<file path="config.mk">
export PLATFORM = sky130hd
export DESIGN_NAME = uart_tx_arb_flat
export DESIGN_NICKNAME = d
export VERILOG_FILES = /design/src/rtl/uart_pkg.sv /design/src/rtl/uart_tx_arb_if.sv /design/src/rtl/uart_tx_arb_rr_pick.sv /design/src/rtl/uart_tx_arb.sv /design/src/flat_wrapper.sv
export SDC_FILE = /design/constraint.sdc
export NUM_CORES = 1
export LEC_CHECK = 0
export CORE_ASPECT_RATIO = 1.75
export CORE_UTILIZATION = 35
export DETAILED_ROUTE_END_ITERATION = 7
export PLACE_DENSITY = 0.59
export SLEW_MARGIN = 40
export SYNTH_ARGS = -nofsm -noshare
export SYNTH_HDL_FRONTEND = slang
export SYNTH_HIERARCHICAL = 1
export SYNTH_SLANG_ARGS = --single-unit
</file>
<file path="constraint.sdc">
create_clock -name clk -period 5.7 [get_ports clk]
set_clock_uncertainty 0.2 [all_clocks]
set_input_delay 1.71 -clock clk [delete_from_list [all_inputs] [get_ports clk]]
set_output_delay 1.71 -clock clk [all_outputs]
set_load 0.02 [all_outputs]
</file>
<file path="src/rtl/uart_pkg.sv">
// Shared UART-subsystem definitions: arbiter FSM encoding, byte width and the
// default watchdog timeout also used by the watch/stopwatch message generators.
package uart_pkg;

    localparam int BYTE_W          = 8;
    localparam int DEFAULT_TIMEOUT = 1_000_000;

    typedef enum logic {
        ST_IDLE = 1'b0,
        ST_BUSY = 1'b1
    } arb_state_t;

endpackage

</file>
<file path="src/rtl/uart_tx_arb_if.sv">
// Requester-side byte streams plus TX FIFO write side of the TX arbiter.
// master = requesters/FIFO environment, slave = the arbiter itself.
interface uart_tx_arb_if
    import uart_pkg::*;
#(
    parameter int N_REQ = 3
);

    logic [N_REQ-1:0]        req_valid;
    logic [BYTE_W*N_REQ-1:0] req_data;
    logic [N_REQ-1:0]        req_last;
    logic [N_REQ-1:0]        req_ready;
    logic                    tx_full;
    logic                    tx_push;
    logic [BYTE_W-1:0]       tx_wdata;

    modport master (
        output req_valid, req_data, req_last, tx_full,
        input  req_ready, tx_push, tx_wdata
    );

    modport slave (
        input  req_valid, req_data, req_last, tx_full,
        output req_ready, tx_push, tx_wdata
    );

endinterface

</file>
<file path="src/rtl/uart_tx_arb_rr_pick.sv">
// Combinational round-robin picker: first set request scanning from i_ptr upward,
// wrapping modulo N.
module rr_pick #(
    parameter int N = 3,
    parameter int W = $clog2(N)
) (
    input  logic [N-1:0] i_req,
    input  logic [W-1:0] i_ptr,
    output logic [W-1:0] o_winner,
    output logic         o_any
);

    // Wrapped candidates below the pointer are applied first so any hit at or
    // above the pointer overrides them; descending loops leave the lowest index.
    always_comb begin
        o_winner = '0;
        for (int k = N - 1; k >= 0; k--) begin
            if (i_req[k] && (k < int'(i_ptr))) o_winner = W'(k);
        end
        for (int k = N - 1; k >= 0; k--) begin
            if (i_req[k] && (k >= int'(i_ptr))) o_winner = W'(k);
        end
    end

    assign o_any = |i_req;

endmodule

</file>
<file path="src/rtl/uart_tx_arb.sv">
// Packet-atomic round-robin arbiter sharing one TX FIFO push port among N_REQ
// byte streams, with a watchdog that reclaims the port from a stalled owner.
module uart_tx_arb
    import uart_pkg::*;
#(
    parameter int N_REQ   = 3,
    parameter int TIMEOUT = DEFAULT_TIMEOUT,
    parameter int CNT_W   = $clog2(TIMEOUT + 1)
) (
    input  logic                     clk,
    input  logic                     rst,
    uart_tx_arb_if.slave             bus,
    output logic                     busy,
    output logic [$clog2(N_REQ)-1:0] grant_id,
    output logic                     abort
);

    localparam int GID_W = $clog2(N_REQ);

    arb_state_t       r_state;
    logic [GID_W-1:0] r_grant_id;
    logic [GID_W-1:0] r_rr_ptr;
    logic [CNT_W-1:0] r_wd_cnt;
    logic             r_abort;

    logic [GID_W-1:0]  w_winner;
    logic [GID_W-1:0]  w_next_ptr;
    logic              w_any;
    logic              w_busy;
    logic              w_vld_g;
    logic              w_last_g;
    logic [BYTE_W-1:0] w_data_g;
    logic              w_fire;
    logic              w_wd_expire;
    logic [N_REQ-1:0]  w_ready;

    rr_pick #(
        .N (N_REQ)
    ) u_pick (
        .i_req    (bus.req_valid),
        .i_ptr    (r_rr_ptr),
        .o_winner (w_winner),
        .o_any    (w_any)
    );

    // Owner's lane select; an explicit mux keeps non-power-of-two N_REQ safe.
    always_comb begin
        w_vld_g  = 1'b0;
        w_last_g = 1'b0;
        w_data_g = '0;
        for (int k = 0; k < N_REQ; k++) begin
            if (r_grant_id == GID_W'(k)) begin
                w_vld_g  = bus.req_valid[k];
                w_last_g = bus.req_last[k];
                w_data_g = bus.req_data[BYTE_W*k +: BYTE_W];
            end
        end
    end

    assign w_busy      = (r_state == ST_BUSY);
    assign w_fire      = w_busy & w_vld_g & ~bus.tx_full;
    assign w_wd_expire = (r_wd_cnt == CNT_W'(TIMEOUT - 1));
    assign w_next_ptr  = (r_grant_id == GID_W'(N_REQ - 1)) ? '0 : r_grant_id + GID_W'(1);

    always_comb begin
        w_ready = '0;
        for (int k = 0; k < N_REQ; k++) begin
            w_ready[k] = w_fire & (r_grant_id == GID_W'(k));
        end
    end

    assign bus.tx_push   = w_fire;
    assign bus.req_ready = w_ready;
    assign bus.tx_wdata  = w_busy ? w_data_g : '0;

    assign busy     = w_busy;
    assign grant_id = r_grant_id;
    assign abort    = r_abort;

    // Backpressure (owner valid but FIFO full) holds the watchdog, so only a
    // silent owner can ever be aborted.
    always_ff @(posedge clk) begin
        if (!rst) begin
            r_state    <= ST_IDLE;
            r_grant_id <= '0;
            r_rr_ptr   <= '0;
            r_wd_cnt   <= '0;
            r_abort    <= 1'b0;
        end else begin
            r_abort <= 1'b0;
            case (r_state)
                ST_IDLE: begin
                    if (w_any) begin
                        r_grant_id <= w_winner;
                        r_wd_cnt   <= '0;
                        r_state    <= ST_BUSY;
                    end
                end
                ST_BUSY: begin
                    if (w_fire) begin
                        r_wd_cnt <= '0;
                        if (w_last_g) begin
                            r_state  <= ST_IDLE;
                            r_rr_ptr <= w_next_ptr;
                        end
                    end else if (!w_vld_g) begin
                        if (w_wd_expire) begin
                            r_state  <= ST_IDLE;
                            r_rr_ptr <= w_next_ptr;
                            r_abort  <= 1'b1;
                            r_wd_cnt <= '0;
                        end else begin
                            r_wd_cnt <= r_wd_cnt + CNT_W'(1);
                        end
                    end
                end
                default: r_state <= ST_IDLE;
            endcase
        end
    end

endmodule

</file>
<file path="src/flat_wrapper.sv">
// flat-port wrapper written by rule: the top's interface ports become plain ports
module uart_tx_arb_flat import uart_pkg::*;
#(
    parameter int N_REQ   = 3,
    parameter int TIMEOUT = DEFAULT_TIMEOUT,
    parameter int CNT_W   = $clog2(TIMEOUT + 1)
)
  (clk, rst, busy, grant_id, abort, bus_req_valid, bus_req_data, bus_req_last, bus_tx_full, bus_req_ready, bus_tx_push, bus_tx_wdata);
  uart_tx_arb_if #(.N_REQ(N_REQ)) bus_i ();
  input  logic clk;
  input  logic rst;
  output logic busy;
  output logic [$clog2(N_REQ)-1:0] grant_id;
  output logic abort;
  input wire logic [$bits(bus_i.req_valid)-1:0] bus_req_valid;
  input wire logic [$bits(bus_i.req_data)-1:0] bus_req_data;
  input wire logic [$bits(bus_i.req_last)-1:0] bus_req_last;
  input wire logic [$bits(bus_i.tx_full)-1:0] bus_tx_full;
  output wire logic [$bits(bus_i.req_ready)-1:0] bus_req_ready;
  output wire logic [$bits(bus_i.tx_push)-1:0] bus_tx_push;
  output wire logic [$bits(bus_i.tx_wdata)-1:0] bus_tx_wdata;
  assign bus_i.req_valid = bus_req_valid;
  assign bus_i.req_data = bus_req_data;
  assign bus_i.req_last = bus_req_last;
  assign bus_i.tx_full = bus_tx_full;
  assign bus_req_ready = bus_i.req_ready;
  assign bus_tx_push = bus_i.tx_push;
  assign bus_tx_wdata = bus_i.tx_wdata;
  uart_tx_arb #(.N_REQ(N_REQ), .TIMEOUT(TIMEOUT), .CNT_W(CNT_W)) u_core (.clk(clk), .rst(rst), .bus(bus_i), .busy(busy), .grant_id(grant_id), .abort(abort));
endmodule
</file>
# After elaboration in Yosys (flattened, before gate mapping)
# Cells that the tools add are included.
# Widths: inputs -> output; s select.
[op_classes]
reduce_logical = 13
add_sub_neg = 2
n_eq_ne = 7
order_cmp = 6
bitwise_logic = 8
mux = 33
[op_table]
columns = ["op", "n"]
rows = [
  ["$mux 20", 4],
  ["$pmux 20 s2", 1],
  ["$mux 8", 4],
  ["$mux 2", 11],
  ["$add 20x1->20 const B", 1],
  ["$eq 20x20->1 const B", 1],
  ["$mux 1", 12],
  ["$logic_and 1x1->1", 6],
  ["$and 1x1->1", 5],
  ["$ge 1x2->1 const A", 2],
  ["$lt 1x2->1 const A", 2],
  ["$ne 2x2->1 const B", 2],
  ["$reduce_and 2->1", 2],
  ["$reduce_and 4->1", 1],
  ["$reduce_or 4->1", 1],
  ["$ne 3x3->1 const B", 1],
  ["$not 1->1", 3],
  ["$reduce_or 3->1", 1],
  ["$add 2x1->2 const B", 1],
  ["$eq 2x1->1 const B", 1],
  ["$eq 2x2->1 const B", 1],
  ["$ge 2x2->1 const A", 1],
  ["$logic_not 2->1", 1],
  ["$lt 2x2->1 const A", 1],
  ["3 further kinds", 3],
]
[totals]
out_inout_bits = 16
regBits = 26
inputBits = 33
elab_cells = 74

# Longest topological paths before layout
[depth]
ltp_word = 8
depth_mapped = 9
mapped_depth_nobuf = 7

# Modules after synthesis
# The synthesis kept the hierarchy.
[modules_own_cells]
columns = ["mod", "seq_area_each_um2", "instances", "cells_each", "area_each_um2"]
rows = [
  ["uart_tx_arb", 520.5, 1, 203, 1621.6],
  ["rr_pick", 0.0, 1, 8, 51.3],
]

# Worst setup path before layout
# No wires, ideal clock.
[synth_path]
path_type = "input to output"
start = "input port bus_req_valid[2]"
end = "output port bus_req_ready[1]"
slack_ps = 1139
required_time_ps = 3790
arrival_ps = 2651
path_buffers = 0
stages = 4
path_cell_list = "nand3b_1 -> o21ai_1 -> nand2b_1 -> nor3b_1"
[synth_via]
elab_chain_len = 4
[synth_rtl]
columns = ["item", "line_no", "rtl"]
rows = [
  ["start: declaration", "flat_wrapper.sv:15", "input wire logic [$bits(bus_i.req_valid)-1:0] bus_req_valid;"],
  ["$mux 1", "uart_tx_arb.sv:52", "if (r_grant_id == GID_W'(k)) begin"],
  ["$and 1x1->1 (2 in series)", "uart_tx_arb.sv:61", "assign w_fire = w_busy & w_vld_g & ~bus.tx_full;"],
  ["$and 1x1->1", "uart_tx_arb.sv:68", "w_ready[k] = w_fire & (r_grant_id == GID_W'(k));"],
  ["end: declaration", "flat_wrapper.sv:19", "output wire logic [$bits(bus_i.req_ready)-1:0] bus_req_ready;"],
]
# No other way between the ends.

# Worst setup path after layout
[layout_path]
start = "input port bus_req_valid[1]"
end = "output port bus_req_ready[1]"
[layout_via]
elab_chain_len = 5
[layout_rtl]
columns = ["item", "line_no"]
rows = [
  ["$mux 1 (2 in series)", "uart_tx_arb.sv:52"],
  ["$and 1x1->1 (2 in series)", "uart_tx_arb.sv:61"],
  ["$and 1x1->1", "uart_tx_arb.sv:68"],
]
# No other way between the ends.

==> impl_metrics.ini <==
[outcome]
status = complete, no violations

[worst_setup_path]
timing.rr.end = u_core/r_wd_cnt[9]
path_cells = clkdlybuf4s50_1, mux2i_1, o21ai_1, nand2b_1, nor3b_1, clkdlybuf4s50_1
rr_startpoint = u_core/grant_id[0]
path_buf_inv = 2
crit_top_cell = clkdlybuf4s50_1
crit_type = input pin to output pin
crit_fanout = 5
cp_slowest_cell = clkdlybuf4s50_1
ff2ff_path_depth = 6
cpPeakStageDelay_ns = 0.63
r2r_slack_ns = 3.44
worst-endpoint-arrival_ns = 3.56
required_ns = 3.79
crit_family = buffers and inverters
critPathLaunchType = input pin
endpoint_kind = output pin

[floorplanning]
ios = 49
die-area_um2 = 5071
rows = 32
fp.dieH_um = 93.46
initial_utilization_pct = 37.30
die_x_um = 54.26
core_um2 = 4484

[final_layout]
final_area_um2 = 2266
fill_cells = 445
syn_to_final_growth_pct = 35.45
utilization_pct = 50.53
layout-drive-gt1-share_pct = 7.004
finalNetCount = 292
diodes = 0

[drt]
vias_per_cell = 5.344
drt-initial-drc-count = 31
ant_nets = 0
drc = 0
routed_wl_um = 4342
dr.pass1.iters = 4
wl_per_cell_um = 14.10
vias = 1646

[yosys]
syn_inst = 211
netlist.area_leader.share_pct = 31.11
synth-async-reset-ratio_pct = 0
syn_avg_cell_area_um2 = 7.928
synth.area.top_cells = dfxtp_1, mux2i_1, nor2_1
ys.flop_type = dfxtp_1
ys_types = 46
synth_enable_flop_cells = 0
yosysSeqAreaShare_pct = 31.11
yosysWarnings = 6
synth_nets = 245
synth_top_cell_by_area = dfxtp_1
syn_area_um2 = 1673
synthTopCellsByCount = nor2_1, dfxtp_1, nand2_1
synth.most_common_cell = nor2_1
synth-seq-cells = 26

[clocking]
cts_buffer_depth = 2
clock_sinks = 26
clk_latency_ns = 0.27
clk_pin_slew_ns = 0.09
cts-resized-gates = 0
post_cts_buffers = 0
htree_num_levels = 1
cts-root-buf = clkbuf_8
cts_hold_repair.buffers = 0
cts_made_buffers = 3
cts_tree = done

[run]
maxCapViolations = 0

[global_routing]
grt_pass1_wl_um = 7452
grt_antenna_before_repair = 0
grt_pass1_vias = 1667
grt_max_degree = 21
grt_usage_pct = 19.78
grt-ovfl-total = 0

[sta]
setup_slack_ns = 0.2276
fin_crit_sh_pct = 96.01
maxSlewHeadroom_pct = 58.50
tightest_slew_ns = 0.6213
drv_slew = 0
rsz0062_at_grt = no
fin_tns_setup_ns = 0
hold_viol = 0
setup_viol = 0
min_period_ns = 5.472
clock.fmax_mhz = 182.7

[min_path]
worstHoldPathCells = 2
min_from = u_core/r_rr_ptr[0]
whs_endpoint = u_core/r_rr_ptr[0]
min_path_type = flop to flop

[power_and_ir_drop]
p_per_area_nw_per_um2 = 175.0
leakage_nw = 0.7882
peakVddDrop_mv = 0.09977

[placed_design]
dpl.hpwl_um = 3383
gp_congestion = 0.7820
dp_slack_ns = 0.1771
placed_cell_area_um2 = 2198
io_buffers = 48
-- tightest hold or removal path: cells and delay by family (launching register included) --
kind,cells,cell delay (ns)
and+or+nand+nor,1,0.06
muxes,1,0.07
DFF,1,0.34
-- metrics by stage --
stage	hold slack [ns]	instances	total power [mW]
6_report	0.3151	308	0.3965
3_5_place_dp	0.3073	304	0.2801
3_3_place_gp	0.3031	304	0.2799
5_1_grt	0.3452	308	0.4168
2_1_floorplan	0.2597	211	0.2350
4_1_cts	0.3223	308	0.4011
-- report_power, final --
group          leakage, nW  internal [mW]  switching [mW]
clock network       0.0288         0.0619          0.0589
logic                0.549         0.0468          0.0405
registers            0.211          0.184         0.00471
-- cells by family after synthesis --
kind of cell             count (synthesis)  share of synthesized area, %
multiplexers                            15                         8.975
XOR/XNOR                                15                         7.853
AND/OR/NAND/NOR                        114                         36.42
adder cells (fa/ha/maj)                  1                        0.7478
buffers and inverters                   14                         3.814
flip-flops                              26                         31.11
AO/OA/AOI/OAI                           26                         11.07
-- flip-flops by register name (all words and copies together) (netlist names) --
name / flops
u_core/r_rr_ptr: 2
u_core/grant_id: 2
u_core/busy: 1
u_core/r_wd_cnt: 20
u_core/abort: 1
-- worst max-delay path by stage --
stage | from | endpoint | slack, ns | depth (start not counted)
2_1_floorplan | bus_req_valid[2] | bus_req_ready[1] | 1.14 | 4
3_3_place_gp | bus_req_valid[1] | bus_req_ready[1] | 0.20 | 6
3_5_place_dp | bus_req_valid[1] | bus_req_ready[1] | 0.18 | 6
4_1_cts | bus_req_valid[1] | bus_req_ready[1] | 0.17 | 6
5_1_grt | bus_req_valid[0] | bus_req_ready[1] | 0.11 | 6
6_report | bus_req_valid[1] | bus_req_ready[1] | 0.23 | 6
-- placed cells by master, fill, tap and decap left out, types with 2 or more instances in the layout --
cell type        instances
clkdlybuf4s50_1         48
nor2_1                  40
dfxtp_1                 25
nand2_1                 16
mux2i_1                 15
a21oi_1                 11
xnor2_1                 11
nand3_1                  8
nor4_1                   7
nor3_1                   6
nand4_1                  5
clkbuf_8                 4
buf_4                    4
nand3b_1                 4
nor2b_1                  4
xor2_1                   4
inv_1                    3
and3_1                   3
and4_1                   3
o21ai_0                  3
nand2b_1                 2
o21ai_1                  2
nor3b_1                  2
o211ai_1                 2
or3_1                    2
or4_1                    2
-- per-layer routing --
metal | vias to the layer above | track usage (%) | share of wire, %
met5 | - | 0 | 0
met4 | 0 | 7.692 | 1.8
met3 | 5 | 2.927 | 4.6
met2 | 57 | 36.59 | 54
met1 | 741 | 20.79 | 39
li1 | 843 | - | -
-- final cells by class --
type,instances,area (um2),area share [%]
clock buffer,4,55.05,2.430
inverter,4,15.01,0.6626
multi-input combinational,171,1100,48.54
sequential,26,521.8,23.03
tap,51,63.81,2.816
timing repair buffer,52,510.5,22.53
(Power assumes the default switching activity.)
